<file path="config.mk">
export PLATFORM = sky130hd
export DESIGN_NAME = mem_port_arbiter
export DESIGN_NICKNAME = d
export VERILOG_FILES = /design/src/rtl/mem_arb_pkg.sv /design/src/rtl/mem_lane_gen.sv /design/src/rtl/mem_port_arbiter.sv
export SDC_FILE = /design/constraint.sdc
export NUM_CORES = 1
export LEC_CHECK = 0
export ABC_CLOCK_PERIOD_IN_PS = 2500
export CORE_ASPECT_RATIO = 0.5
export CORE_UTILIZATION = 39
export CTS_BUF_LIST = sky130_fd_sc_hd__clkbuf_8
export DETAILED_ROUTE_END_ITERATION = 10
export DONT_BUFFER_PORTS = 1
export SYNTH_ARGS = -nofsm -noshare
export SYNTH_HDL_FRONTEND = slang
export SYNTH_SLANG_ARGS = --single-unit
export TNS_END_PERCENT = 50
</file>
<file path="constraint.sdc">
create_clock -name i_clk -period 2.5 [get_ports i_clk]
set_input_delay 0.25 -clock i_clk [delete_from_list [all_inputs] [get_ports i_clk]]
set_output_delay 0.25 -clock i_clk [all_outputs]
set_load 0.01 [all_outputs]
</file>
<file path="src/rtl/mem_arb_pkg.sv">
// Shared types for the unified memory port arbiter: FSM states, requester ids, access sizes.
package mem_arb_pkg;

  typedef enum logic [1:0] {
    IDLE,
    ACCESS,
    RESPOND
  } arb_state_t;

  typedef enum logic {
    REQ_IF,
    REQ_D
  } req_sel_t;

  localparam logic [1:0] SIZE_B = 2'b00;
  localparam logic [1:0] SIZE_H = 2'b01;
  localparam logic [1:0] SIZE_W = 2'b10;

endpackage

</file>
<file path="src/rtl/mem_lane_gen.sv">
// Byte-lane decode for one request: byte enables, lane-shifted write data, misalignment flag.
// Purely combinational; no state, no flow control.
module mem_lane_gen
  import mem_arb_pkg::*;
(
  input  logic [1:0]  i_size,
  input  logic [1:0]  i_addr_lo,
  input  logic        i_is_fetch,
  input  logic [31:0] i_wdata,
  output logic [3:0]  o_be,
  output logic [31:0] o_wdata,
  output logic        o_misaligned
);

  always_comb begin
    o_be         = 4'b0000;
    o_misaligned = 1'b0;
    o_wdata      = i_wdata << {i_addr_lo, 3'b000};
    if (i_is_fetch) begin
      o_be = 4'b1111;
    end else begin
      case (i_size)
        SIZE_B: o_be = 4'b0001 << i_addr_lo;
        SIZE_H: begin
          o_be         = 4'b0011 << {i_addr_lo[1], 1'b0};
          o_misaligned = i_addr_lo[0];
        end
        SIZE_W: begin
          o_be         = 4'b1111;
          o_misaligned = |i_addr_lo;
        end
        default: o_misaligned = 1'b1;
      endcase
    end
  end

endmodule

</file>
<file path="src/rtl/mem_port_arbiter.sv">
// Arbitrates fetch and load/store onto one memory port, one transaction at a time.
// GNT in IDLE, memory busy for WAIT_CYCLES, one-cycle VALID after; losers simply wait in IDLE.
module mem_port_arbiter
  import mem_arb_pkg::*;
#(
  parameter int ADDR_W       = 32,
  parameter int DATA_W       = 32,
  parameter int WAIT_CYCLES  = 1,
  parameter int STARVE_LIMIT = 2
) (
  input  logic              i_clk,
  input  logic              i_rst_n,
  input  logic              i_if_req,
  input  logic [ADDR_W-1:0] i_if_addr,
  output logic              o_if_gnt,
  output logic              o_if_valid,
  output logic [DATA_W-1:0] o_if_rdata,
  input  logic              i_d_req,
  input  logic              i_d_we,
  input  logic [1:0]        i_d_size,
  input  logic [ADDR_W-1:0] i_d_addr,
  input  logic [DATA_W-1:0] i_d_wdata,
  output logic              o_d_gnt,
  output logic              o_d_valid,
  output logic [DATA_W-1:0] o_d_rdata,
  output logic              o_d_err,
  output logic              o_mem_en,
  output logic              o_mem_we,
  output logic [3:0]        o_mem_be,
  output logic [ADDR_W-1:0] o_mem_addr,
  output logic [DATA_W-1:0] o_mem_wdata,
  input  logic [DATA_W-1:0] i_mem_rdata
);

  localparam logic [3:0] LP_CNT_INIT = 4'(WAIT_CYCLES - 1);
  localparam logic [3:0] LP_STARVE   = 4'(STARVE_LIMIT);

  arb_state_t r_state, w_next;
  req_sel_t   r_sel;

  logic [ADDR_W-1:0] r_addr;
  logic [3:0]        r_be;
  logic [DATA_W-1:0] r_wdata;
  logic              r_we;
  logic              r_err;
  logic              r_first;
  logic [3:0]        r_cnt;
  logic [3:0]        r_starve;
  logic [DATA_W-1:0] r_if_rdata;
  logic [DATA_W-1:0] r_d_rdata;

  logic              w_fetch_sel;
  logic              w_if_win;
  logic              w_d_win;
  logic [1:0]        w_addr_lo;
  logic [ADDR_W-3:0] w_word_addr;
  logic [3:0]        w_be;
  logic [31:0]       w_wdata;
  logic              w_misaligned;
  logic              w_access;

  // Fetch wins only when data is absent or has already won STARVE_LIMIT times in a row.
  assign w_fetch_sel = i_if_req && (!i_d_req || (r_starve == LP_STARVE));
  assign w_addr_lo   = w_fetch_sel ? i_if_addr[1:0] : i_d_addr[1:0];
  assign w_word_addr = w_fetch_sel ? i_if_addr[ADDR_W-1:2] : i_d_addr[ADDR_W-1:2];

  mem_lane_gen u_lane_gen (
    .i_size       (i_d_size),
    .i_addr_lo    (w_addr_lo),
    .i_is_fetch   (w_fetch_sel),
    .i_wdata      (i_d_wdata),
    .o_be         (w_be),
    .o_wdata      (w_wdata),
    .o_misaligned (w_misaligned)
  );

  always_ff @(posedge i_clk or negedge i_rst_n) begin
    if (!i_rst_n) begin
      r_state <= IDLE;
    end else begin
      r_state <= w_next;
    end
  end

  always_comb begin
    w_next   = r_state;
    w_if_win = 1'b0;
    w_d_win  = 1'b0;
    case (r_state)
      IDLE: begin
        if (w_fetch_sel) begin
          w_if_win = 1'b1;
          w_next   = ACCESS;
        end else if (i_d_req) begin
          w_d_win = 1'b1;
          w_next  = w_misaligned ? RESPOND : ACCESS;
        end
      end
      ACCESS:  if (r_cnt == 4'd0) w_next = RESPOND;
      RESPOND: w_next = IDLE;
      default: w_next = IDLE;
    endcase
  end

  always_ff @(posedge i_clk or negedge i_rst_n) begin
    if (!i_rst_n) begin
      r_sel      <= REQ_IF;
      r_addr     <= '0;
      r_be       <= '0;
      r_wdata    <= '0;
      r_we       <= 1'b0;
      r_err      <= 1'b0;
      r_first    <= 1'b0;
      r_cnt      <= '0;
      r_starve   <= '0;
      r_if_rdata <= '0;
      r_d_rdata  <= '0;
    end else begin
      if (w_if_win || w_d_win) begin
        r_sel   <= w_if_win ? REQ_IF : REQ_D;
        r_addr  <= {w_word_addr, 2'b00};
        r_be    <= w_be;
        r_wdata <= w_wdata;
        r_we    <= w_d_win && i_d_we;
        r_err   <= w_d_win && w_misaligned;
        r_first <= 1'b1;
        r_cnt   <= LP_CNT_INIT;
      end
      // A misaligned access completes without touching memory, so its read data is zero.
      if (w_d_win && w_misaligned) r_d_rdata <= '0;

      if (w_if_win) begin
        r_starve <= '0;
      end else if (w_d_win) begin
        r_starve <= i_if_req ? r_starve + 4'd1 : 4'd0;
      end

      if (r_state == ACCESS) begin
        r_first <= 1'b0;
        if (r_cnt == 4'd0) begin
          if (r_sel == REQ_IF) r_if_rdata <= i_mem_rdata;
          else                 r_d_rdata  <= i_mem_rdata;
        end else begin
          r_cnt <= r_cnt - 4'd1;
        end
      end
    end
  end

  assign w_access    = (r_state == ACCESS);
  assign o_if_gnt    = w_if_win;
  assign o_d_gnt     = w_d_win;
  assign o_mem_en    = w_access;
  assign o_mem_we    = w_access && r_we && r_first;
  assign o_mem_be    = w_access ? r_be : 4'b0000;
  assign o_mem_addr  = w_access ? r_addr : '0;
  assign o_mem_wdata = w_access ? r_wdata : '0;
  assign o_if_valid  = (r_state == RESPOND) && (r_sel == REQ_IF);
  assign o_d_valid   = (r_state == RESPOND) && (r_sel == REQ_D);
  assign o_d_err     = o_d_valid && r_err;
  assign o_if_rdata  = r_if_rdata;
  assign o_d_rdata   = r_d_rdata;

endmodule

</file>
After elaboration in Yosys (flattened, before gate mapping)

Index checks and enable logic that the tools add are counted.

Register bits after elaboration: 144
Latch bits: 0
Memory bits (writable): 0
ROM bits: 0
Bits of input ports: 135
Logic and storage cells: 76
Memories: 0

$add $sub $neg: 2
Multipliers: 0
Div/mod/pow operators: 0
Order comparisons: 0
Equal/unequal tests: 7
Shifts and indexed selects: 3
Mux-type cells: 32
Bitwise logic cells: 1
Reductions and logical operators: 19

Operators by type and width:

| kind                  | count |
|---|---|
| $mux W32              | 6 |
| $mux W4               | 8 |
| $shl A32 B5 Y32       | 1 |
| $mux W30              | 1 |
| $pmux W4 S3           | 1 |
| $mux W2               | 5 |
| $mux W1               | 9 |
| $logic_and A1 B1 Y1   | 8 |
| $add A4 B1 Y4 const B | 1 |
| $eq A2 B1 Y1 const B  | 2 |
| $eq A2 B2 Y1 const B  | 2 |
| $eq A4 B2 Y1 const B  | 1 |
| $logic_not A2 Y1      | 2 |
| $logic_not A4 Y1      | 1 |
| $pmux W2 S2           | 1 |
| $reduce_bool A2 Y1    | 2 |
| $shl A1 B2 Y4 const A | 1 |
| $shl A2 B2 Y4 const A | 1 |
| $sub A4 B1 Y4 const B | 1 |
| $ne A3 B3 Y1 const B  | 1 |
| $pmux W1 S3           | 1 |
| $reduce_and A3 Y1     | 1 |
| $logic_or A1 B1 Y1    | 2 |
| $ne A2 B1 Y1 const B  | 1 |
| other kinds (4)       | 4 |

Depth between registers and ports, before layout

Gate-level depths: netlist of run 1.

Depth after elaboration: 12
Mapped depth: 9

Cells and area by module

Synthesis of run 1 repeated with hierarchy kept, for this count alone.

Cells, all modules: 693
Area, all modules: 6939.2 sq um

Modules (own cells, without submodules):

| module           | instances | cells an instance | area each (sq um) | seq. area each (sq um) |
|---|---|---|---|---|
| mem_port_arbiter | 1         | 616               | 6314.8            | 3603.5 |
| mem_lane_gen     | 1         | 77                | 624.3             | 0.0 |

Least setup slack after synthesis of run 1

No wires, ideal clock.

Kind: register -> register
Start: reg r_starve[0]
End: reg r_d_rdata[10] (netlist: o_d_rdata[10])
Library setup time: 0.121 ns
Data arrival time: 1.827 ns
Required time: 2.379 ns
Setup slack: 0.552 ns
Cell stages (with the launch flop): 9
Buffers on the path: 2
Period minus slack after synthesis: 1.948 ns
Cells stage by stage: dfrtp_1 inv_1 ha_1 and4bb_1 buf_6 nor3b_4 a21oi_4 buf_6 a22o_1

RTL lines:

| item                    | line                    | source |
|---|---|---|
| start, declared         | mem_port_arbiter.sv:48  | `logic [3:0] r_starve;` |
| start signal, assigned  | mem_port_arbiter.sv:135 | `r_starve <= i_if_req ? r_starve + 4'd1 : 4'd0;` |
| $eq A4 B2 Y1 (*)        | mem_port_arbiter.sv:63  | `assign w_fetch_sel = i_if_req && (!i_d_req \|\| (r_starve == LP_STARVE));` |
| $logic_or A1 B1 Y1 (*)  | mem_port_arbiter.sv:63  |  |
| $logic_and A1 B1 Y1 (*) | mem_port_arbiter.sv:63  |  |
| $mux W1 (*)             | mem_port_arbiter.sv:91  | `if (w_fetch_sel) begin` |
| $mux W1 (*)             | mem_port_arbiter.sv:89  | `case (r_state)` |
| via o_d_gnt             | mem_port_arbiter.sv:23  | `output logic o_d_gnt,` |
| $logic_and A1 B1 Y1 (*) | mem_port_arbiter.sv:130 | `if (w_d_win && w_misaligned) r_d_rdata <= '0;` |
| $mux W32 (*)            | mem_port_arbiter.sv:130 |  |
| $mux W32                | mem_port_arbiter.sv:141 | `if (r_sel == REQ_IF) r_if_rdata <= i_mem_rdata;` |
| $mux W32                | mem_port_arbiter.sv:140 | `if (r_cnt == 4'd0) begin` |
| $mux W32 (*)            | mem_port_arbiter.sv:138 | `if (r_state == ACCESS) begin` |
| end signal, assigned    | mem_port_arbiter.sv:142 | `else r_d_rdata <= i_mem_rdata;` |
| end, declared           | mem_port_arbiter.sv:50  | `logic [DATA_W-1:0] r_d_rdata;` |

Mark *: on every way through the listed nets, which the timed path passes. The rest lies on a longest branch.
A chain may end at the register's enable or synchronous reset.

Worst setup path in the final report of run 1

Start: reg r_starve[0]
End: reg r_addr[31]

Longest elaborated chain between the ends: 6

RTL lines:

| item                    | line                    | source |
|---|---|---|
| $eq A4 B2 Y1 (*)        | mem_port_arbiter.sv:63  |  |
| $logic_or A1 B1 Y1 (*)  | mem_port_arbiter.sv:63  |  |
| $logic_and A1 B1 Y1 (*) | mem_port_arbiter.sv:63  |  |
| $mux W1                 | mem_port_arbiter.sv:91  |  |
| $mux W1                 | mem_port_arbiter.sv:89  |  |
| $logic_or A1 B1 Y1      | mem_port_arbiter.sv:119 | `if (w_if_win \|\| w_d_win) begin` |
| end signal, assigned    | mem_port_arbiter.sv:121 | `r_addr <= {w_word_addr, 2'b00};` |
| end, declared           | mem_port_arbiter.sv:41  | `logic [ADDR_W-1:0] r_addr;` |

Mark *: on every way between the ends. The rest lies on a longest branch, timed or not.

==> metrics.md, run 1 <==
| Metric | Value |
|---|---|
| Req. time, crit path | 2.88 ns |
| CP top delay family | buffers and inverters |
| Avg Cell Area, Syn | 10.27 sq um |
| Post-layout nets | 955 |
| GRT Resource Usage Total | 22.28% |
| R2R Setup Slk | 0.11 ns |
| Slew @ Worst Pin | 0.9752 ns |
| Cell variety after synth | 57 |
| Worst VDD drop | 0.0003817 V |
| Setup crit start kind | flop |
| Synth top area cells | dfrtp_1 48%, and2_1 5.7%, a22o_1 5.0%, mux2_2 4.8%, nand2_1 4.0% |
| Clock Sinks | 144 |
| Outcome | finished with violations |
| Seq cells post-synth | 144 |
| Worst EP arrival | 2.77 ns |
| Synth Cell Area | 7470 sq um |
| Routed vias/inst | 5.721 |
| First DRT Iteration DRCs | 446 |
| DR pass1 iterations | 6 |
| Sequential share of the synthesized area | 48.24% |
| Avg WL per Cell | 20.30 um |
| Slowest library cell on the worst path | dlygate4sd3_1 |
| Crit share post-route | 95.73% |
| Reg clk slew, reported paths | 0.09 ns |
| Floorplan row count | 35 |
| Core area | 18570 sq um |
| Vias | 6224 |
| Grt peak-use layer | met2 |
| MaxCap Viol Count | 0 |
| Clock Latency Late Sink | 0.45 ns |
| Post-synth EDFFs | 0 |
| H-Tree Depth | 4 |
| Gate Count Post-Synth | 727 |
| Met3 Use GR | 6.653% |
| Final setup vio count | 0 |
| CTS Hold Bufs | 110 |
| Top FF cell, synth | dfrtp_1 |
| Final WL | 22090 um |
| Pleak | 3.748 nW |
| Clock Path Buffers | 2 |
| Pwr/cell area | 1028 nW/um^2 |
| Syn. warnings | 0 |
| HP Class | input pin to asynchronous set/reset pin |
| Ant. Diodes | 0 |
| Antenna Nets Post-Route | 0 |
| Reg2reg start | r_starve[0] |
| Main combinational cell family by area after synthesis | simple AND/OR/NAND/NOR gates |
| IO buf count | 0 |
| Synth Area in Compound Gates | 19.40% |
| DRC | 0 |
| Critical path's largest stage delay | 0.59 ns |
| Initial Util | 40.23% |
| Layout area overhead | 22.14% |
| Setup CP Type | flop to flop |
| M1 GR Usage | 28.41% |
| Shortest period the worst path allows | 2.393 ns |
| Die height | 99.86 um |
| Gr ovfl total | 0 |
| Hold_ws | -0.5072 ns |
| Hpwl dp | 14320 um |
| CTS tree | done |
| RSZ-0062 raised after global routing | false |
| FF-to-FF End | r_addr[31] |
| Crit path cell chain | inv_1, ha_1, or3b_4, a21oi_4, buf_8, nand2_1, a31oi_1, dlygate4sd3_1 |
| Synth Area in Simple Gates | 21.66% |
| Share of the synthesized area in the top cell type | 48.24% |
| Worst R2R Path Depth | 8 |
| Synth cell count leaders | 144 x dfrtp_1, 79 x nand2_1, 68 x and2_1 |
| Clk root buf | clkbuf_8 |
| XOR/XNOR share of the synthesized area | 0% |
| Number of hold violations in the final report | 144 |
| Max frequency | 0.4178 GHz |
| Die width | 197.7 um |
| Setup TNS | 0 ns |
| M2 GR Usage | 36.38% |
| Die Area | 19740 sq um |
| Mux cell area share after synthesis | 4.958% |
| Number of global-route vias before repair | 6234 |
| Crit. End Element | flop |
| GPL Wtd Cong | 0.8598 |
| FFs w/ async S/R, synth | 100.0% |
| Final clock skew | 0.01545 ns |
| CTS Buf Count | 17 |
| Slew Limit Fails | 0 |
| Fraction of layout cells with a size suffix above 1 | 13.75% |
| WP buf/inv | 3 |
| Count leader, synth | dfrtp_1 |
| Largest net degree at the start of global routing | 145 |
| Layout Utilization | 49.14% |
| Synth area leader | dfrtp_1 |
| Initial antenna violation count | 0 |
| Global-route wire length before repair | 34250 um |
| Slew margin rel. | 34.84% |
| Number of I/O pins | 274 |
| Failing checks | hold timing |
| Adder-Cell Fraction of Synth Area | 0.5025% |
| CP Max Fanout | 21 |
==> layer usage <==
layer / routed length, um / share of wire (%)
met1: 9584 / 43
met3: 1640 / 7.4
met4: 384 / 1.7
met2: 10480 / 47
met5: 0 / 0
==> placed cells by master, fill, tap and decap left out, drive strengths merged, types with 2 or more instances in the layout <==
| cell type | n |
|---|---|
| a21oi | 11 |
| a221oi | 16 |
| a22o | 43 |
| a311o | 7 |
| a311oi | 9 |
| a31o | 7 |
| a31oi | 35 |
| and2 | 68 |
| and4 | 9 |
| buf | 28 |
| clkbuf | 17 |
| clkinvlp | 5 |
| conb | 2 |
| dfrtp | 144 |
| dlygate4sd3 | 110 |
| ha | 3 |
| inv | 14 |
| mux2 | 32 |
| nand2 | 80 |
| nand2b | 11 |
| nand3 | 5 |
| nand3b | 8 |
| nor2 | 47 |
| nor2b | 4 |
| nor3 | 3 |
| nor3b | 3 |
| nor4b | 33 |
| o211ai | 8 |
| o21a | 9 |
| o21ai | 28 |
| o32a | 7 |
| or2 | 7 |
==> state kept, by name, indices dropped and copies added, names as in the netlist <==
name        cells
o_d_rdata      32
o_if_rdata     32
r_addr         30
r_be            4
r_cnt           4
r_err           1
r_first         1
r_sel           1
r_starve        4
r_state         2
r_wdata        32
r_we            1
==> through the flow <==
stage                     hold WS [ns]  worst slack, ns  total power [mW]  cells  area, sq um
after global placement        -0.04307           0.3754             7.253    944         7626
after detailed placement      -0.04328           0.3186             7.348    944         7626
after global routing           -0.5580          0.02776             10.02   1088         9124
after CTS                      -0.5446          0.03814             9.371   1085         9090
after floorplan               -0.04559           0.5523             6.599    728         7473
final                          -0.5072           0.1067             9.376   1088         9124
==> cell type report <==
cell class | count | area, sq um
timing repair buffer | 138 | 1323
clock inverter | 14 | 123.9
tap | 259 | 324.1
fill | 1723 | 9444
clock buffer | 17 | 234.0
inverter | 6 | 22.52
sequential | 144 | 3603
multi-input combinational | 510 | 3493
==> where the power goes <==
part | switching, mW | internal (mW) | total (mW)
sequential | 0.868 | 3.34 | 4.21
clock | 1.02 | 0.716 | 1.73
combinational | 1.85 | 1.58 | 3.44
==> kinds of logic after synthesis <==
kind of cell / count (synthesis)
multiplexers: 33
flip-flops: 144
adder cells (fa/ha/maj): 3
other: 1
AND/OR/NAND/NOR: 285
AO/OA/AOI/OAI: 187
buffers and inverters: 74
==> worst max path at each step <==
stage	end	slack [ns]	cells past startpoint	start
6_report	r_addr[31]	0.11	8	r_starve[0]
3_3_place_gp	r_state[0]	0.38	7	r_starve[0]
2_1_floorplan	o_d_rdata[10]	0.55	8	r_starve[0]
5_1_grt	r_addr[31]	0.03	8	r_starve[0]
4_1_cts	r_addr[4]	0.04	8	r_starve[0]
3_5_place_dp	o_d_rdata[13]	0.32	6	r_starve[0]
==> timing repair <==
action,CTS,global route
buffers inserted,0,3
endpoints found under the setup margin,1,10
gates resized for setup,1,3
endpoints found under the hold margin,256,144
pin swaps,0,1
Note: power is estimated with default switching activity, not from simulation.
==> run 2: changes to the inputs <==
SETUP_SLACK_MARGIN = 0.3   (was unset)
==> run 2 against run 1 <==
  * The run still ends with hold timing left
  * Sequential power barely moved
  * First-iteration DRC count is 2.0% lower
  * Cell count hardly changed
  * Critical path depth fell by 2
  * Via count up 0.47%
  * Flip-flop and latch count unchanged
  * Maximum frequency increased by 9.4%
  * Register-to-register slack improved by 0.21 ns
==> metrics.md, run 2 (synthesis results as in run 1) <==
| Metric | Value |
|---|---|
| Outcome | finished with violations |
| Failing checks | hold timing |
| Crit path cell chain | inv_1, ha_1, and4bb_2, nor3b_4, a21oi_4, a22o_1 |
| Routed vias/inst | 5.753 |
| Pwr Total | 9.265 mW |
| Worst VDD drop | 0.0003833 V |
| Initial antenna violation count | 0 |
| Max frequency | 0.4571 GHz |
| IO buf count | 0 |
| Clk root buf | clkbuf_8 |
| Global-route wire length before repair | 34490 um |
| Number of I/O pins | 274 |
| Slew @ Worst Pin | 0.9798 ns |
| Layout area overhead | 22.36% |
| Final setup vio count | 0 |
| Critical path's largest stage delay | 0.78 ns |
| Ant. Diodes | 0 |
| Number of hold violations in the final report | 144 |
| RSZ-0062 raised after global routing | true |
| DR pass1 iterations | 5 |
| Setup CP Type | flop to flop |
| Setup TNS | 0 ns |
| Vias | 6253 |
| Die width | 197.7 um |
| Clock Latency Late Sink | 0.45 ns |
| Hold_ws | -0.5063 ns |
| Slowest library cell on the worst path | a21oi_4 |
| Largest net degree at the start of global routing | 145 |
| Slew margin rel. | 34.53% |
| HP Class | input pin to asynchronous set/reset pin |
| Shortest period the worst path allows | 2.188 ns |
| Layout Utilization | 49.23% |
| Clock power frac | 18.7% |
| Final WL | 22280 um |
| Clock Path Buffers | 2 |
| Pleak | 3.749 nW |
| Die height | 99.86 um |
| Cell internal pwr | 5.544 mW |
| Fraction of layout cells with a size suffix above 1 | 14.37% |
| Cell area after layout | 9140 sq um |
| CP Max Fanout | 32 |
| Placed inst area | 7626 sq um |
| Final clock skew | 0.01822 ns |
| Worst EP arrival | 2.56 ns |
| Worst slack, placed | 0.3186 ns |
| Initial Util | 40.23% |
| Post-layout nets | 954 |
| Switching Fraction | 40.16% |
| GPL Wtd Cong | 0.8598 |
| Gr ovfl total | 0 |
| Sequential share of power | 45.4% |
| Hpwl dp | 14320 um |
| DRC | 0 |
| Setup crit start kind | flop |
| Slew Limit Fails | 0 |
| Comb pwr share | 35.9% |
| CTS Buf Count | 17 |
| Antenna Nets Post-Route | 0 |
| Core area | 18570 sq um |
| Fin worst setup slack | 0.3121 ns |
| Crit share post-route | 87.51% |
| Crit. End Element | flop |
| CTS tree | done |
| Most common cell after layout, fill and taps aside | dfrtp_1 |
| Clock Sinks | 144 |
| Commonest cells after routing, fill and taps aside | 144 x dfrtp_1, 110 x dlygate4sd3_1, 79 x nand2_1, 67 x and2_1, 44 x nor2_1 |
| First DRT Iteration DRCs | 437 |
| Req. time, crit path | 2.87 ns |
| MaxCap Viol Count | 0 |
| Floorplan row count | 35 |
| P_sw | 3.721 mW |
| Avg WL per Cell | 20.49 um |
| Die Area | 19740 sq um |
| GRT Resource Usage Total | 22.44% |
| H-Tree Depth | 4 |
| CTS Hold Bufs | 110 |
| Number of global-route vias before repair | 6236 |
| Reg clk slew, reported paths | 0.09 ns |
| Pwr/cell area | 1014 nW/um^2 |
run 2: cell count changes in the layout (fill, tap and decap cells not counted), sizes merged:
cell	change
buf	-1
run 2: power by group through the flow:
| stage | registers, mW | clock network (mW) | logic (mW) |
|---|---|---|---|
| after CTS | 4.19 | 1.79 | 3.28 |
| final | 4.21 | 1.73 | 3.32 |
| after global routing | 4.34 | 1.90 | 3.66 |
| after floorplan | 3.99 | 0 | 2.60 |
| after global placement | 4.21 | 0 | 3.05 |
| after detailed placement | 4.23 | 0 | 3.11 |
run 2: per-stage QoR:
stage	cells	hold slack, ns
after detailed placement	944	-0.04328
after global routing	1087	-0.5614
final	1087	-0.5063
after floorplan	728	-0.04559
after global placement	944	-0.04307
after CTS	1086	-0.5446
run 2: timing repair:
item | in CTS | in global routing
buffers inserted | 1 | 1
endpoints found under the hold margin | 256 | 144
cloned | 0 | 0
gates resized for setup | 3 | 8
setup endpoints to repair | 2 | 126
pin swaps | 1 | 0
run 2: area by class of cell:
type	instances	area, sq um
inverter	6	22.52
multi-input combinational	510	3513
timing repair buffer	137	1319
tap	259	324.1
sequential	144	3603
fill	1712	9428
clock buffer	17	234.0
clock inverter	14	123.9
run 2: critical path: cells and delay by family, from the launching register on:
kind / cells / cell delay, ns
buffers and inverters: 1 / 0.07
and+or+nand+nor: 2 / 0.42
AOI/OAI and AO/OA: 2 / 1.04
adders and majority gates: 1 / 0.14
DFF: 1 / 0.43
run 2: worst paths after layout:
path / startpoint / end / slack [ns] / cells past startpoint
setup / recovery: r_starve[0] / o_d_rdata[13] / 0.31 / 6
hold / removal: i_rst_n / o_if_rdata[1] / -0.51 / 0
setup reg to reg: r_starve[0] / o_d_rdata[13] / 0.31 / 6
hold reg to reg: r_wdata[11] / r_wdata[11] / 0.49 / 2
max in group asynchronous: i_rst_n / r_wdata[28] / 2.64 / 0
min in group i_clk: i_d_wdata[28] / r_wdata[28] / 0.04 / 2
run 2: metal layers:
layer	wire, um	global-route usage (%)
met1	9561	28.26
met2	10590	36.46
met3	1661	7.056
met4	457	8.110
met5	0	0
==> run 3: changes to the inputs <==
ABC_CLOCK_PERIOD_IN_PS = unset   (was 2500)
clock period = 1.9 ns   (was 2.5 ns; I/O delays follow)
==> run 3 against run 2 <==
  * The flow finishes with violations (hold timing, setup timing)
  * Sequential power up 35%
  * Critical path depth up 2
  * Maximum frequency up 9.9%
  * Design area up 19%
  * Die area unchanged
  * Flip-flop and latch count unchanged
  * Wire length up 18%
  * Non-clock buffer count up 69
  * Core utilization up 9.3 points
  * Sequential share of layout area down 6.3 points
  * Critical endpoint is now r_addr[25]
==> metrics.md, run 3 (synthesis results as in run 1) <==
| Metric | Value |
|---|---|
| Setup TNS | -1.452 ns |
| Layout Utilization | 58.57% |
| CTS tree | done |
| Slew @ Worst Pin | 0.6728 ns |
| Worst R2R Path Depth | 8 |
| Req. time, crit path | 2.27 ns |
| Largest net degree at the start of global routing | 145 |
| Clk root buf | clkbuf_8 |
| Failing checks | hold timing, setup timing |
| Ant. Diodes | 0 |
| Shortest period the worst path allows | 1.990 ns |
| Slowest library cell on the worst path | or3b_4 |
| Slew Limit Fails | 0 |
| Number of global-route vias before repair | 6706 |
| Fillcell total | 1521 |
| CP top delay family | simple AND/OR/NAND/NOR gates |
| Slew margin rel. | 55.09% |
| RSZ-0062 raised after global routing | true |
| Crit share post-route | 104.7% |
| Avg WL per Cell | 22.72 um |
| R2R Setup Slk | -0.09 ns |
| Die Area | 19740 sq um |
| Vias | 6720 |
| Area of the multi-input gates | 4179 sq um |
| Clock Sinks | 144 |
| CP Max Fanout | 8 |
| Setup CP Type | flop to flop |
| Pwr/cell area | 1382 nW/um^2 |
| Routed vias/inst | 5.798 |
| Hold_ws | -0.5803 ns |
| First DRT Iteration DRCs | 422 |
| GPL Wtd Cong | 0.7785 |
| IO buf count | 0 |
| FF-to-FF End | r_addr[25] |
| HP Class | input pin to asynchronous set/reset pin |
| Post-layout nets | 1025 |
| Fraction of layout cells with a size suffix above 1 | 35.00% |
| Gr ovfl total | 0 |
| Outcome | finished with violations |
| Most common cell after layout, fill and taps aside | dfrtp_1 |
| Worst EP arrival | 2.36 ns |
| Core area | 18570 sq um |
| Initial antenna violation count | 0 |
| H-Tree Depth | 4 |
| MaxCap Viol Count | 0 |
| Number of I/O pins | 274 |
| Clock Latency Late Sink | 0.45 ns |
| Hpwl dp | 14800 um |
| Reg clk slew, reported paths | 0.10 ns |
| Die width | 197.7 um |
| GRT Resource Usage Total | 26.12% |
| Final clock skew | 0.01498 ns |
| Final setup vio count | 37 |
| Worst VDD drop | 0.0007810 V |
| Max frequency | 0.5025 GHz |
| Pleak | 4.590 nW |
| Crit. End Element | flop |
| Die height | 99.86 um |
| Critical path's largest stage delay | 0.46 ns |
| Clock Path Buffers | 2 |
| Register area | 3603 sq um |
| Crit path cell chain | inv_2, ha_4, or3b_4, a21oi_4, buf_12, clkbuf_16, nand2_2, a31oi_1 |
| Placed inst area | 7869 sq um |
| Final WL | 26340 um |
| Global-route wire length before repair | 39380 um |
| Initial Util | 40.23% |
| Setup crit start kind | flop |
| WP buf/inv | 3 |
| Commonest cells after routing, fill and taps aside | 144 x dfrtp_1, 120 x dlygate4sd3_1, 68 x and2_4, 49 x nand2_1, 44 x nor2_1 |
| Floorplan row count | 35 |
| Reg2reg start | r_starve[0] |
| DR pass1 iterations | 5 |
| Layout area overhead | 45.59% |
| Antenna Nets Post-Route | 0 |
| DRC | 0 |
| CTS Buf Count | 17 |
| Pwr Total | 15.03 mW |
| Cell area after layout | 10880 sq um |
| Fin worst setup slack | -0.09022 ns |
| Number of hold violations in the final report | 144 |
[run 3: cell types whose count changed in the layout (fill, tap and decap cells not counted), moves of 23 or more]
cell / before / now
nand2_1: 79 / 49
and2_1: 67 / 0
mux2_2: 32 / 0
nand2_2: 1 / 24
and2_4: 0 / 68
mux2_4: 0 / 32
[run 3: how the worst max path moves through the flow]
stage	startpoint	slack, ns	cells after the start	end
finish	r_starve[0]	-0.09	8	r_addr[25]
detailed placement	r_starve[0]	-0.22	6	o_d_rdata[0]
CTS	r_starve[0]	-0.08	7	r_wdata[2]
global route	r_starve[0]	-0.14	8	r_addr[16]
global placement	r_starve[0]	-0.17	8	r_wdata[30]
floorplan	r_starve[0]	-0.03	8	o_d_rdata[10]
[run 3: layout make-up]
type | count | share of cell area [%]
Multi-Input combinational cell | 512 | 38.43
Sequential cell | 144 | 33.13
Timing Repair Buffer | 206 | 21.58
Tap cell | 259 | 2.980
Clock buffer | 17 | 2.151
Clock inverter | 15 | 1.450
Inverter | 6 | 0.2761
[run 3: through the flow]
step / instances / hold WS [ns] / worst slack, ns
6_report: 1159 / -0.5803 / -0.09022
5_1_grt: 1159 / -0.6300 / -0.1443
4_1_cts: 1152 / -0.6182 / -0.07709
3_5_place_dp: 963 / -0.1034 / -0.2181
3_3_place_gp: 963 / -0.1024 / -0.1736
2_1_floorplan: 728 / -0.1056 / -0.02680
[run 3: worst register-to-register path, stage by stage, from the launching register on]
cell,delay (ns)
dfrtp_1,0.41
inv_2,0.07
ha_4,0.13
or3b_4,0.46
a21oi_4,0.27
buf_12,0.16
clkbuf_16,0.17
nand2_2,0.06
a31oi_1,0.18
[run 3: timing repair]
| action | in CTS | in global routing |
|---|---|---|
| endpoints found under the setup margin | 210 | 213 |
| gates cloned | 11 | 2 |
| hold buffers | 119 | 1 |
| hold endpoints to repair | 267 | 145 |
| gates resized for setup | 208 | 30 |
| buffers inserted | 27 | 4 |
| pin swaps | 136 | 64 |
[run 3: routing by layer]
layer  vias to the layer above  global-route usage [%]  wire length, um  part of all wire [%]
met5                         -                       0                0                     0
met4                         0                   8.289              678                   2.6
met3                        58                   8.233             2063                   7.8
met2                       280                   41.98            12340                    47
met1                      3397                   33.65            11260                    43
li1                       2985                       -                -                     -
[run 3: power breakdown]
group / switching (mW) / total [mW] / internal, mW
sequential: 1.27 / 5.67 / 4.39
combinational: 3.14 / 6.90 / 3.76
clock: 1.47 / 2.47 / 0.998
==> RTL edit 1 (settings of run 2) <==
The 3 states of `arb_state_t` get a one-hot encoding in 3 bits.
--- a/src/rtl/mem_arb_pkg.sv
+++ b/src/rtl/mem_arb_pkg.sv
@@ -2,8 +2,8 @@
 package mem_arb_pkg;
 
-  typedef enum logic [1:0] {
-    IDLE,
-    ACCESS,
-    RESPOND
+  typedef enum logic [2:0] {
+    IDLE    = 3'b001,
+    ACCESS  = 3'b010,
+    RESPOND = 3'b100
   } arb_state_t;
 
Function: same outputs for any inputs over 4 cycles, from zero or initial values and one cycle with i_rst_n low; so few cycles prove little.
==> RTL edit 1 against run 2 <==
- sequential share of layout area is 0.21 points lower
- worst setup slack worse by 0.11 ns
- the flow still finishes with violations (negative hold slack)
- cell area is 1.3% higher
- hold slack worse by 0.018 ns
- routed wire length is 3.2% higher
- area after synthesis is 0.54% lower
- sequential cell count is 1 higher
- count of clock-buffer cells in the layout is 1 higher
- power is 4.8% higher
- combinational power is 3% higher
- critical endpoint is now o_d_rdata[19]
- fmax is 5.0% lower
==> RTL edit 1: results (changes against run 2) <==
| Metric | Value |
|---|---|
| Root Driver | `clkbuf_8` |
| Synth async-reset ratio | `1.000 (unchanged)` |
| H-tree depth | `4 (unchanged)` |
| Global-route wire length before repair | `34430 µm (-0.18%)` |
| Final net count | `958 (+0.42%)` |
| M1 GR Usage | `0.2804 (-0.002184)` |
| Area contributors post-synth | `dfrtp_1 49%, and2_1 5.8%, a22o_1 4.8%` |
| Vias per cell | `5.690 (-1.1%)` |
| CTS clk-pin slew, worst paths | `0.10 ns` |
| Routed len/inst | `21.05 µm (+2.7%)` |
| Met2 GRT Util | `0.3673 (+0.002709)` |
| Worst-Skew Late Latency | `0.45 ns (about the same)` |
| Initial drt markers | `329 (-25%)` |
| Crit path DAT | `2.68 ns (+0.12 ns)` |
| N_diodes | `0 (unchanged)` |
| Hold_buf cts | `119 (+8.2%)` |
| Crit path max fanout | `32 (unchanged)` |
| Worst Hold Class | `in2async` |
| Internal cell power | `5.806 mW (+4.7%)` |
| Failing checks | `negative hold slack` |
| Top-count cell post-synth | `dfrtp_1` |
| Outcome | `finished, violations left` |
| Setup WS pre-CTS | `0.3005 ns (-0.01811 ns)` |
| Sequential-to-total area share from yosys stat | `0.4885 (+0.006136)` |
| Vias in the first global route | `6281 (+0.72%)` |
| DRT Pass-1 Iters | `5 (unchanged)` |
| Buffers on Ports | `0 (unchanged)` |
| P_leak | `3.989 nW (+6.4%)` |
| Clk buf depth | `2 (unchanged)` |
| Initial antenna violation count | `0 (unchanged)` |
| Reg2reg path depth | `6 (unchanged)` |
| Largest net degree at the start of global routing | `146 (+0.69%)` |
| Share of cells above drive strength 1 | `0.1393 (-0.004464)` |
| VDD IR-drop max | `446.8 µV (+17%)` |
| Most common library cells after synthesis | `144 x dfrtp_1, 88 x nand2_1, 69 x and2_1` |
| Placed wire-length estimate | `13270 µm (-7.3%)` |
| Hold_ws | `-0.5247 ns (-0.01845 ns)` |
| Worst slew margin | `0.3689 (+0.02354)` |
| Final hold vios | `145 (+0.69%)` |
| Setup Skew | `0.01426 ns (-0.003962 ns)` |
| Count of cell types in the netlist | `68 (+19%)` |
| Grt met3 use | `0.06680 (-0.003762)` |
| Cts bufs inserted | `17 (unchanged)` |
| Final GP Congestion | `0.8418 (-2.1%)` |
| GRT Total Usage | `0.2253 (+0.0009194)` |
| Ys Warns | `0 (unchanged)` |
[RTL edit 1: per-stage QoR]
step	util	cell area, µm²	std cells
3_3_place_gp	0.4059	7518	930
3_5_place_dp	0.4059	7518	930
4_1_cts	0.4928	9129	1083
2_1_floorplan	-	7433	718
5_1_grt	0.4996	9255	1092
6_report	0.4996	9255	1092
[RTL edit 1: metal layers]
layer | vias up | part of all wire
met1 | 3128 | 0.42
met5 | - | 0
met3 | 51 | 0.072
met4 | 0 | 0.026
met2 | 261 | 0.48
li1 | 2774 | -
[RTL edit 1: cell type report]
cell class,instances,area [µm²]
clock inverter,14,141.4
timing repair buffer,142,1433
inverter,5,18.77
clock buffer,18,247.7
sequential,145,3630
multi-input combinational,509,3461
tap,259,324.1
fill,1705,9269
[RTL edit 1: cells by family (layout without fill, tap and decap cells)]
kind of cell,after synthesis,after routing,share of synthesized area
AOI/OAI and AO/OA,170,170,0.1723
buffers and inverters,66,179,0.05204
muxes,56,56,0.08083
adders and majority gates,3,3,0.005053
DFF,145,145,0.4885
other,1,2,0.0005047
and+or+nand+nor,276,278,0.2007
[RTL edit 1: power groups by stage]
| stage | clock network [mW] | logic [mW] | registers, mW |
|---|---|---|---|
| after floorplan | 0 | 2.65 | 4.19 |
| after global placement | 0 | 2.96 | 4.43 |
| after detailed placement | 0 | 3.04 | 4.44 |
| after CTS | 1.91 | 3.23 | 4.40 |
| after global routing | 2.01 | 3.80 | 4.56 |
| final | 1.86 | 3.42 | 4.43 |
[RTL edit 1: timing repair]
item                       in CTS  in global routing
hold endpoints to repair      271                145
setup buffers                   0                  5
gates cloned                    2                  4
resized for setup               2                  8
pin swaps                       2                  2
setup endpoints to repair      70                128
[RTL edit 1: worst max-delay path, stage by stage, from the launching register on]
cell and delay [ns]:
dfrtp_1 0.42, inv_1 0.09, ha_1 0.26, nand4bb_1 0.16, and3_1 0.27, a21oi_4 0.76, a22o_1 0.24
[RTL edit 1: path summary, 6_finish.rpt]
| check | start | end | slack [ns] |
|---|---|---|---|
| worst max-delay path | r_starve[0] | o_d_rdata[19] | 0.20 |
| worst max register to register | r_starve[0] | o_d_rdata[19] | 0.20 |
| max in group asynchronous | i_rst_n | r_state[0] | 2.79 |
| worst min-delay path | i_rst_n | o_d_rdata[14] | -0.52 |
| worst min register to register | r_err | r_err | 0.49 |
| min in group i_clk | i_d_wdata[29] | r_wdata[29] | 0.03 |
==> RTL edit 2 (config.mk and constraints of run 2) <==
Made on the original files. `ADDR_W`: 32 -> 16.
--- a/src/rtl/mem_port_arbiter.sv
+++ b/src/rtl/mem_port_arbiter.sv
@@ -4,5 +4,5 @@
   import mem_arb_pkg::*;
 #(
-  parameter int ADDR_W       = 32,
+  parameter int ADDR_W       = 16,
   parameter int DATA_W       = 32,
   parameter int WAIT_CYCLES  = 1,
Interface: changed (resized i_d_addr, i_if_addr and o_mem_addr); port bits go from 274 to 226. No check against the original RTL was run, so the function may have changed too.
==> RTL edit 2 against run 2 <==
- the run still ends with negative hold slack left
- power decreased by 8.4%
- sequential cell count decreased by 16
- worst setup slack improved by 0.029 ns
- routed wire length decreased by 27%
- non-clock buffer count decreased by 21
- area after synthesis decreased by 22%
- cell area decreased by 16%
- die area decreased by 21%
- sequential share of layout area increased by 2.5 points
- fmax increased by 1.4%
- hold slack improved by 0.020 ns
==> RTL edit 2: results (changes against run 2) <==
| Metric | Value |
|---|---|
| Placed cell count | `764 (-19%)` |
| VDD IR-drop max | `505.9 µV (+32%)` |
| Global-route wire length before repair | `24910 µm (-28%)` |
| Hold_buf cts | `96 (-13%)` |
| Vias per cell | `5.290 (-8.0%)` |
| Count of cell types in the netlist | `44 (-23%)` |
| Share of cells above drive strength 1 | `0.1502 (+0.006495)` |
| Worst-Margin Slew | `0.6430 ns (-0.3368 ns)` |
| Final hold vios | `128 (-11%)` |
| Mapped Area | `5863 µm² (-22%)` |
| Routed len/inst | `18.10 µm (-12%)` |
| Hold_ws | `-0.4865 ns (+0.01982 ns)` |
| Placed wire-length estimate | `10030 µm (-30%)` |
| Crit path DAT | `2.44 ns (-0.12 ns)` |
| P_leak | `3.320 nW (-11%)` |
| Largest net degree at the start of global routing | `129 (-11%)` |
| Outcome | `finished, violations left` |
| Setup Skew | `0.01287 ns (-0.005352 ns)` |
| Area contributors post-synth | `dfrtp_1 55%, nand2_1 7.9%, mux2_2 6.1%` |
| Fill cells | `1299 (-24%)` |
| Sequential-to-total area share from yosys stat | `0.5463 (+0.06390)` |
| Failing checks | `negative hold slack` |
| Placed cell area | `6105 µm² (-20%)` |
| Final net count | `793 (-17%)` |
| Initial drt markers | `191 (-56%)` |
RTL edit 2: cell count changes in the layout (fill, tap and decap cells not counted), moves of 14 or more:
cell,before,now
nand2_1,79,124
nor2_1,44,23
o21ai_0,19,59
a22o_1,43,9
a31oi_1,35,14
dlygate4sd3_1,110,96
and2_1,67,53
nor4b_1,32,0
dfrtp_1,144,128
a221oi_1,16,0
RTL edit 2: metrics by stage:
stage	worst slack [ns]	hold slack, ns	util
2_1_floorplan	0.3139	-0.04559	-
3_3_place_gp	0.2135	-0.04334	0.4186
5_1_grt	0.2375	-0.5286	0.5238
6_report	0.3414	-0.4865	0.5238
3_5_place_dp	0.1483	-0.04346	0.4186
4_1_cts	0.2719	-0.5268	0.5175
RTL edit 2: kinds of logic after synthesis:
logic type,count (synthesis),share of synthesized area
and+or+nand+nor,233,0.1840
DFF,128,0.5463
AOI/OAI and AO/OA,127,0.1415
buffers and inverters,52,0.03692
muxes,45,0.08429
adders and majority gates,3,0.006403
other,1,0.0006396
RTL edit 2: final timing paths:
kind / from / endpoint / slack [ns] / cells past startpoint
worst max register to register: r_starve[0] / r_wdata[26] / 0.34 / 8
max in group asynchronous: i_rst_n / r_cnt[1] / 2.82 / 0
worst min-delay path: i_rst_n / o_d_rdata[5] / -0.49 / 0
worst max-delay path: r_starve[0] / r_wdata[26] / 0.34 / 8
worst min register to register: r_err / r_err / 0.48 / 1
min in group i_clk: i_d_wdata[21] / r_wdata[29] / 0.04 / 2
RTL edit 2: final cells by class:
type	count	area (µm²)	area share
well taps	198	247.7	0.03243
inverters	14	55.05	0.007207
clock buffers	18	247.7	0.03243
multi-input cells	410	2562	0.3355
flip-flops and latches	128	3203	0.4193
clock inverters	13	188.9	0.02473
repair buffers	116	1134	0.1484
RTL edit 2: power by group:
part / internal [mW] / leakage [nW] / switching (mW)
Combinational: 1.20 / 1.52 / 1.53
Sequential: 2.98 / 1.59 / 0.813
Clock: 1.11 / 0.209 / 0.858
Total: 5.29 / 3.32 / 3.20
RTL edit 2: layer usage:
layer / part of all wire / vias to the layer above / global-route usage / wire (µm)
met5: 0 / - / 0 / 0
met4: 0.014 / 0 / 0.08379 / 224
met3: 0.070 / 16 / 0.05885 / 1131
met2: 0.49 / 184 / 0.3600 / 7979
met1: 0.43 / 2330 / 0.2472 / 6903
li1: - / 2215 / - / -
RTL edit 2: timing repair:
action / 4_1_cts / 5_1_grt
pin swaps: 2 / 2
cloned: 0 / 0
endpoints found under the setup margin: 38 / 83
buffers inserted: 4 / 2
hold endpoints to repair: 234 / 128
gates resized for setup: 4 / 21
